--- src/rtl/jfpjc_byte_stuffer.sv ---
// JPEG entropy-coded segment byte stuffer: splits 32-bit packer words into bytes (LSB first),
// inserts 0x00 after each 0xFF and optionally closes the scan with an FFD9 marker.
module jfpjc_byte_stuffer #(
  parameter int unsigned EOI_ENABLE = 1
) (
  input  logic        clock,
  input  logic        reset,
  input  logic [31:0] data_in,
  input  logic        data_in_valid,
  output logic        data_in_ready,
  input  logic        eoi_request,
  output logic        eoi_done,
  output logic [7:0]  byte_out,
  output logic        byte_out_valid,
  input  logic        byte_out_ready,
  output logic [31:0] byte_count
);

  typedef enum logic [2:0] {IDLE, EMIT, STUFF, EOI_FF, EOI_D9} state_t;

  state_t      r_state;
  logic [31:0] r_word;
  logic [1:0]  r_idx;
  logic        r_pending;
  logic        r_ready;
  logic        r_valid;
  logic        r_eoi_done;
  logic [7:0]  r_byte;
  logic [31:0] r_count;

  logic        w_xfer;
  logic        w_pend;
  logic        w_advance;
  logic [1:0]  w_next_idx;
  logic [7:0]  w_next_byte;

  assign w_xfer      = r_valid & byte_out_ready;
  assign w_pend      = r_pending | eoi_request;
  assign w_next_idx  = r_idx + 2'd1;
  assign w_next_byte = r_word[{w_next_idx, 3'b000} +: 8];
  // A data byte that is not 0xFF, or a completed stuff byte, moves on to the next byte slot.
  assign w_advance   = w_xfer && (((r_state == EMIT) && (r_byte != 8'hFF)) || (r_state == STUFF));

  always_ff @(posedge clock or posedge reset) begin
    if (reset) begin
      r_state    <= IDLE;
      r_word     <= 32'd0;
      r_idx      <= 2'd0;
      r_pending  <= 1'b0;
      r_ready    <= 1'b0;
      r_valid    <= 1'b0;
      r_eoi_done <= 1'b0;
      r_byte     <= 8'h00;
      r_count    <= 32'd0;
    end else begin
      r_eoi_done <= 1'b0;
      if (r_eoi_done)
        r_count <= 32'd0;
      else if (w_xfer)
        r_count <= r_count + 32'd1;
      if (eoi_request)
        r_pending <= 1'b1;

      case (r_state)
        IDLE: begin
          if (data_in_valid && r_ready) begin
            r_word  <= data_in;
            r_idx   <= 2'd0;
            r_byte  <= data_in[7:0];
            r_valid <= 1'b1;
            r_ready <= 1'b0;
            r_state <= EMIT;
          end else if (w_pend) begin
            if (EOI_ENABLE != 0) begin
              r_state <= EOI_FF;
              r_byte  <= 8'hFF;
              r_valid <= 1'b1;
              r_ready <= 1'b0;
            end else begin
              r_pending  <= 1'b0;
              r_eoi_done <= 1'b1;
              r_ready    <= 1'b1;
            end
          end else begin
            r_ready <= 1'b1;
          end
        end
        EMIT: begin
          if (w_xfer && (r_byte == 8'hFF)) begin
            r_state <= STUFF;
            r_byte  <= 8'h00;
          end
        end
        EOI_FF: begin
          if (w_xfer) begin
            r_state <= EOI_D9;
            r_byte  <= 8'hD9;
          end
        end
        EOI_D9: begin
          if (w_xfer) begin
            r_state    <= IDLE;
            r_valid    <= 1'b0;
            r_pending  <= 1'b0;
            r_eoi_done <= 1'b1;
            r_ready    <= 1'b1;
          end
        end
        default: begin
        end
      endcase

      // After the last byte of a word, go straight to the marker so no idle gap precedes it.
      if (w_advance) begin
        if (r_idx != 2'd3) begin
          r_state <= EMIT;
          r_idx   <= w_next_idx;
          r_byte  <= w_next_byte;
        end else if (w_pend && (EOI_ENABLE != 0)) begin
          r_state <= EOI_FF;
          r_byte  <= 8'hFF;
        end else begin
          r_state <= IDLE;
          r_valid <= 1'b0;
          r_ready <= !w_pend;
        end
      end
    end
  end

  assign data_in_ready  = r_ready;
  assign eoi_done       = r_eoi_done;
  assign byte_out       = r_byte;
  assign byte_out_valid = r_valid;
  assign byte_count     = r_count;

endmodule

--- config.mk ---
export PLATFORM = sky130hd
export DESIGN_NAME = jfpjc_byte_stuffer
export DESIGN_NICKNAME = d
export VERILOG_FILES = /design/src/rtl/jfpjc_byte_stuffer.sv
export SDC_FILE = /design/constraint.sdc
export NUM_CORES = 1
export LEC_CHECK = 0
export CAP_MARGIN = 20
export CORE_MARGIN = 3
export CORE_UTILIZATION = 42
export CTS_CLUSTER_SIZE = 40
export DETAILED_ROUTE_END_ITERATION = 6
export GPL_TIMING_DRIVEN = 0
export PLACE_DENSITY = 0.67
export REMOVE_ABC_BUFFERS = 1
export SKIP_CTS_REPAIR_TIMING = 1
export SYNTH_ARGS = -nofsm -noshare
export SYNTH_HDL_FRONTEND = slang
export SYNTH_SLANG_ARGS = --single-unit
export TNS_END_PERCENT = 20
--- constraint.sdc ---
create_clock -name clock -period 6.72 [get_ports clock]
set_input_delay 2.016 -clock clock [delete_from_list [all_inputs] [get_ports clock]]
set_output_delay 2.016 -clock clock [all_outputs]
set_load 0.02 [all_outputs]
### Word level (Yosys, flattened, before mapping)

Cells that the tools add are included.

| storage, ports and cells | value |
|---|---|
| latch bits | 0 |
| bits of input ports | 37 |
| memories | 0 |
| logic and storage cells | 78 |
| bits in read-only memories | 0 |
| flip-flop bits (word level) | 81 |
| memory bits (writable) | 0 |

| cells by class | value |
|---|---|
| add/subtract/negate cells | 2 |
| muxes and demuxes | 42 |
| divide/modulo/power cells | 0 |
| reduce and logical (&&, ||, !) cells | 11 |
| equality and inequality tests | 11 |
| bitwise operators | 2 |
| magnitude comparators | 0 |
| multipliers | 0 |
| shift operators | 1 |

Operator list:

| kind | count |
|---|---|
| $mux W32 | 2 |
| $mux W8 | 7 |
| $add A32 B1 Y32 const B | 1 |
| $shiftx A32 B6 Y8 | 1 |
| $pmux W8 S3 | 1 |
| $mux W3 | 6 |
| $mux W1 | 17 |
| $mux W2 | 6 |
| $pmux W3 S4 | 1 |
| $eq A8 B8 Y1 const B | 1 |
| $ne A8 B8 Y1 const B | 1 |
| $eq A3 B2 Y1 const B | 2 |
| $ne A3 B3 Y1 const B | 2 |
| $reduce_and A5 Y1 | 1 |
| $reduce_bool A5 Y1 | 1 |
| $logic_and A1 B1 Y1 | 4 |
| $ne A4 B4 Y1 const B | 1 |
| $pmux W1 S2 | 2 |
| $eq A3 B1 Y1 const B | 1 |
| $eq A3 B3 Y1 const B | 1 |
| $logic_not A3 Y1 | 1 |
| $ne A3 B2 Y1 const B | 1 |
| $add A2 B1 Y2 const B | 1 |
| $ne A2 B2 Y1 const B | 1 |
| other kinds (6) | 6 |

### Depth between registers and ports, before layout

| depth | value |
|---|---|
| depth in word-level cells | 7 |
| depth in mapped cells | 7 |
| mapped depth without buffers | 5 |

### Least setup slack after synthesis

Ideal clock, no wire load.

| timing | value |
|---|---|
| path type | input to register |
| start point | in eoi_request |
| end point | reg r_byte[0] (netlist: byte_out[0]) |
| data arrival time | 3.282 ns |
| path slack | 3.312 ns |
| path buffers | 0 |
| setup time | 0.126 ns |
| cell stages on the path | 4 |
| path through | or4b_2 -> a32oi_1 -> o22ai_1 -> o32a_1 |

| on the way | value |
|---|---|
| cells in the longest elaborated chain, start to end | 7 |

Ends and longest elaborated chain:

| element | line | RTL |
|---|---|---|
| start, declared | 11 | `input logic eoi_request,` |
| $or A1 B1 Y1 * | 38 | `assign w_pend = r_pending \| eoi_request;` |
| $mux W8 | 73 | `end else if (w_pend) begin` |
| $mux W8 | 66 | `if (data_in_valid && r_ready) begin` |
| $pmux W8 S3 | 64 | `case (r_state)` |
| $mux W8 | 119 | `end else if (w_pend && (EOI_ENABLE != 0)) begin` |
| $mux W8 | 115 | `if (r_idx != 2'd3) begin` |
| $mux W8 * | 114 | `if (w_advance) begin` |
| end signal, assigned | 69 | `r_byte <= data_in[7:0];` |
| end signal, assigned | 118 | `r_byte <= w_next_byte;` |
| end, declared | 28 | `logic [7:0] r_byte;` |

Mark *: on every way between the ends. The rest lies on a longest branch, timed or not.
A chain may end at the register's enable or synchronous reset.

### Final worst setup path

| timing | value |
|---|---|
| start point | in byte_out_ready |
| end point | reg r_count[19] (netlist: byte_count[19]) |

| on the way | value |
|---|---|
| cells in the longest elaborated chain, start to end | 2 |

Ends and longest elaborated chain:

| element | line | RTL |
|---|---|---|
| start, declared | 15 | `input logic byte_out_ready,` |
| $and A1 B1 Y1 | 37 | `assign w_xfer = r_valid & byte_out_ready;` |
| $reduce_bool A2 Y1 (no source line) | n/a |  |
| end signal, assigned | 60 | `r_count <= r_count + 32'd1;` |
| end, declared | 29 | `logic [31:0] r_count;` |

Every way passes these cells.

==> results.sh <==
export IMPL_grt_first_pass_wirelength_um=15620
export IMPL_gp_congestion=0.8567
export IMPL_ios=80
export IMPL_antenna_left=0
export IMPL_antenna_cells=0
export IMPL_total_power_mw=1.657
export IMPL_holdWs_ps=473.6
export IMPL_cts_buffers=9
export IMPL_wl_met2_um=4501
export IMPL_finalWirelength_um=9381
export IMPL_core_sq_um=8976
export IMPL_hold_viol_final=0
export IMPL_start_util_pct=44.34
export IMPL_syn_inst=413
export IMPL_cp_cell_sequence="clkdlybuf4s50_1 > and4_1 > nand4_1 > or4_1 > a21oi_1"
export IMPL_setup_violations_final=0
export IMPL_worstMarginPinSlew_ps=828.1
export IMPL_cp_startpoint="byte_out_ready"
export IMPL_die_w_um=103.3
export IMPL_synth_top_flop_cell="dfrtp_1"
export IMPL_r2r_slack_ps=4260
export IMPL_cp_required_ps=7000
export IMPL_worstPathMaxFanout=11
export IMPL_power_density_nw_per_um2=319.4
export IMPL_max_freq_ghz=0.2587
export IMPL_clock_skew_ps=16.85
export IMPL_outcome="completed"
export IMPL_antenna_found_initial=0
export IMPL_clkTransAtPathRegs_ps=90
export IMPL_clockRootBuffer="clkbuf_8"
export IMPL_h_tree_depth=3
export IMPL_rsz0062_at_grt="no"
export IMPL_async_reset_ff_share_pct=100.0
export IMPL_clock_sinks=81
export IMPL_grt_pass1_vias=3225
export IMPL_r2r_end="byte_out[6]"
export IMPL_grt_total_usage_pct=18.44
export IMPL_wl_met1_um=4312
export IMPL_ctsLongestPathBuffers=2
export IMPL_top_layer_used="met4"
export IMPL_yosys_warnings=0
export IMPL_synth_edf_count=0
export IMPL_grt_max_degree=54
export IMPL_hold_depth=2
export IMPL_numPortBuffers=79
export IMPL_dieArea_sq_um=10680
export IMPL_fill_cells=811
export IMPL_slew_headroom_pct=44.73
export IMPL_avgSynthCellArea_sq_um=9.637
export IMPL_rows=34
export IMPL_reg2reg_from="r_idx[0]"
export IMPL_setup_worst_path_start_class="primary input"
export IMPL_max_vdd_ir_drop_uv=196.2
export IMPL_dp_hpwl_um=6613
export IMPL_cap_violations=0
export IMPL_syn_area_sq_um=3980
export IMPL_synth_top_area_share_pct=50.93
export IMPL_drc=0
export IMPL_grt_overflow_total=0
export IMPL_worstRegToRegCells=5
export IMPL_slew_viol_final=0
export IMPL_yosysTopAreaCell="dfrtp_1"
export IMPL_synth_area_top_cells="dfrtp_1, nand2_1, mux4_2"
export IMPL_drive_gt1_share_pct=7.739
export IMPL_vias=3376
export IMPL_final_util_pct=57.81
export IMPL_wl_met3_um=479
export IMPL_firstDrtPassIters=4
export IMPL_cp_end_kind="flip-flop"
export IMPL_critical_path_slowest_cell="clkdlybuf4s50_1"
export IMPL_hold_class="flip-flop to flip-flop"
export IMPL_cts_tree="yes"
export IMPL_critPathKind="primary input to flip-flop"
export IMPL_period_share_pct=57.52
export IMPL_area_growth_pct=30.37
export IMPL_fin_crit_ps=3865
export IMPL_arrival_ps=4140
export IMPL_setup_tns_ps=0
export IMPL_drt_first_iter_violations=114
export IMPL_chipHeight_um=103.3
export IMPL_synth_seq_cells=81
export IMPL_p_leak_nw=2.276
export IMPL_nets=525
export IMPL_slowest_delay_ps=620
export IMPL_routedWlPerCell_um=15.20
export IMPL_ys_seq_area_share_pct=50.93
export IMPL_viasPerCell=5.472
export IMPL_worstSkewPairLatency_ps=350
export IMPL_synth_cell_types=44
export IMPL_crit_end="byte_count[19]"
==> cell families (layout without fill, tap and decap cells) <==
logic type	Yosys count	in the layout	share of synthesized area (%)
adders and majority gates	2	2	0.6286
muxes	12	12	5.596
xor gates and xnor gates	9	9	1.981
DFF	81	81	50.93
buffers and inverters	31	109	3.112
and+or+nand+nor	201	201	25.02
AOI/OAI and AO/OA	77	77	12.73
==> cells in the final DEF (no fill, tap or decap), drive strengths merged, types with 8 or more instances in the layout <==
| master | netlist | layout |
|---|---|---|
| mux4 | 8 | 8 |
| a21oi | 24 | 24 |
| o32a | 8 | 8 |
| nand2 | 103 | 103 |
| or4 | 13 | 13 |
| dfrtp | 81 | 81 |
| inv | 10 | 10 |
| nor2 | 20 | 20 |
| or3 | 9 | 9 |
| nand3 | 9 | 9 |
| clkbuf | 17 | 10 |
| nand4 | 12 | 12 |
| o31ai | 14 | 14 |
| clkdlybuf4s50 | 0 | 79 |
| o21ai | 14 | 14 |
==> cells in the mapped netlist, types with 8 or more instances <==
| cell | count |
|---|---|
| or4_1 | 12 |
| o31ai_1 | 14 |
| nand3_1 | 8 |
| inv_1 | 10 |
| nand4_1 | 11 |
| dfrtp_1 | 81 |
| or3_1 | 9 |
| clkbuf_1 | 17 |
| o21ai_0 | 14 |
| nand2_1 | 103 |
| o32a_1 | 8 |
| mux4_2 | 8 |
| a21oi_1 | 24 |
| nor2_1 | 20 |
==> cell type report <==
| type | count | area [sq um] | share of cell area [%] |
|---|---|---|---|
| sequential | 81 | 2027 | 39.06 |
| multi-input combinational | 301 | 1832 | 35.30 |
| timing repair buffer | 83 | 888.4 | 17.12 |
| tap | 126 | 157.7 | 3.038 |
| clock buffer | 10 | 127.6 | 2.460 |
| clock inverter | 6 | 116.4 | 2.243 |
| inverter | 10 | 40.04 | 0.7716 |
==> report_power, final <==
part           switching (mW)  internal, mW
logic                   0.222         0.263
clock network           0.187         0.249
registers               0.123         0.612
==> through the flow <==
| stage | worst slack [ps] | instance area (sq um) | std cells |
|---|---|---|---|
| floorplan | 2624 | 3894 | 392 |
| global placement | 1214 | 4842 | 597 |
| detailed placement | 2494 | 4917 | 600 |
| CTS | 2425 | 5161 | 616 |
| global route | 2729 | 5189 | 617 |
| finish | 2855 | 5189 | 617 |
==> flip-flops by register name, summed over array words and instances, names as in the netlist <==
register,count
eoi_done,1
byte_count,32
data_in_ready,1
byte_out_valid,1
r_pending,1
byte_out,8
r_state,3
r_idx,2
r_word,32
==> per-layer routing <==
layer | track usage, % | up-vias
li1 | - | 1631
met1 | 26.22 | 1648
met3 | 2.750 | 9
met4 | 6.773 | 0
met5 | 0 | -
met2 | 28.77 | 88
==> critical path, delay by kind of cell <==
family	cells	cell delay, ps
buf+inv	1	620
compound gates	1	150
simple gates	3	1360
==> worst min-delay path by stage <==
stage / from / end / slack, ps
finish: r_word[14] / r_word[14] / 470
global route: r_word[18] / r_word[18] / 500
CTS: r_word[14] / r_word[14] / 480
detailed placement: r_word[7] / r_word[7] / 460
global placement: r_word[14] / r_word[14] / 450
floorplan: r_word[1] / r_word[1] / 440
(Power assumes the default switching activity.)
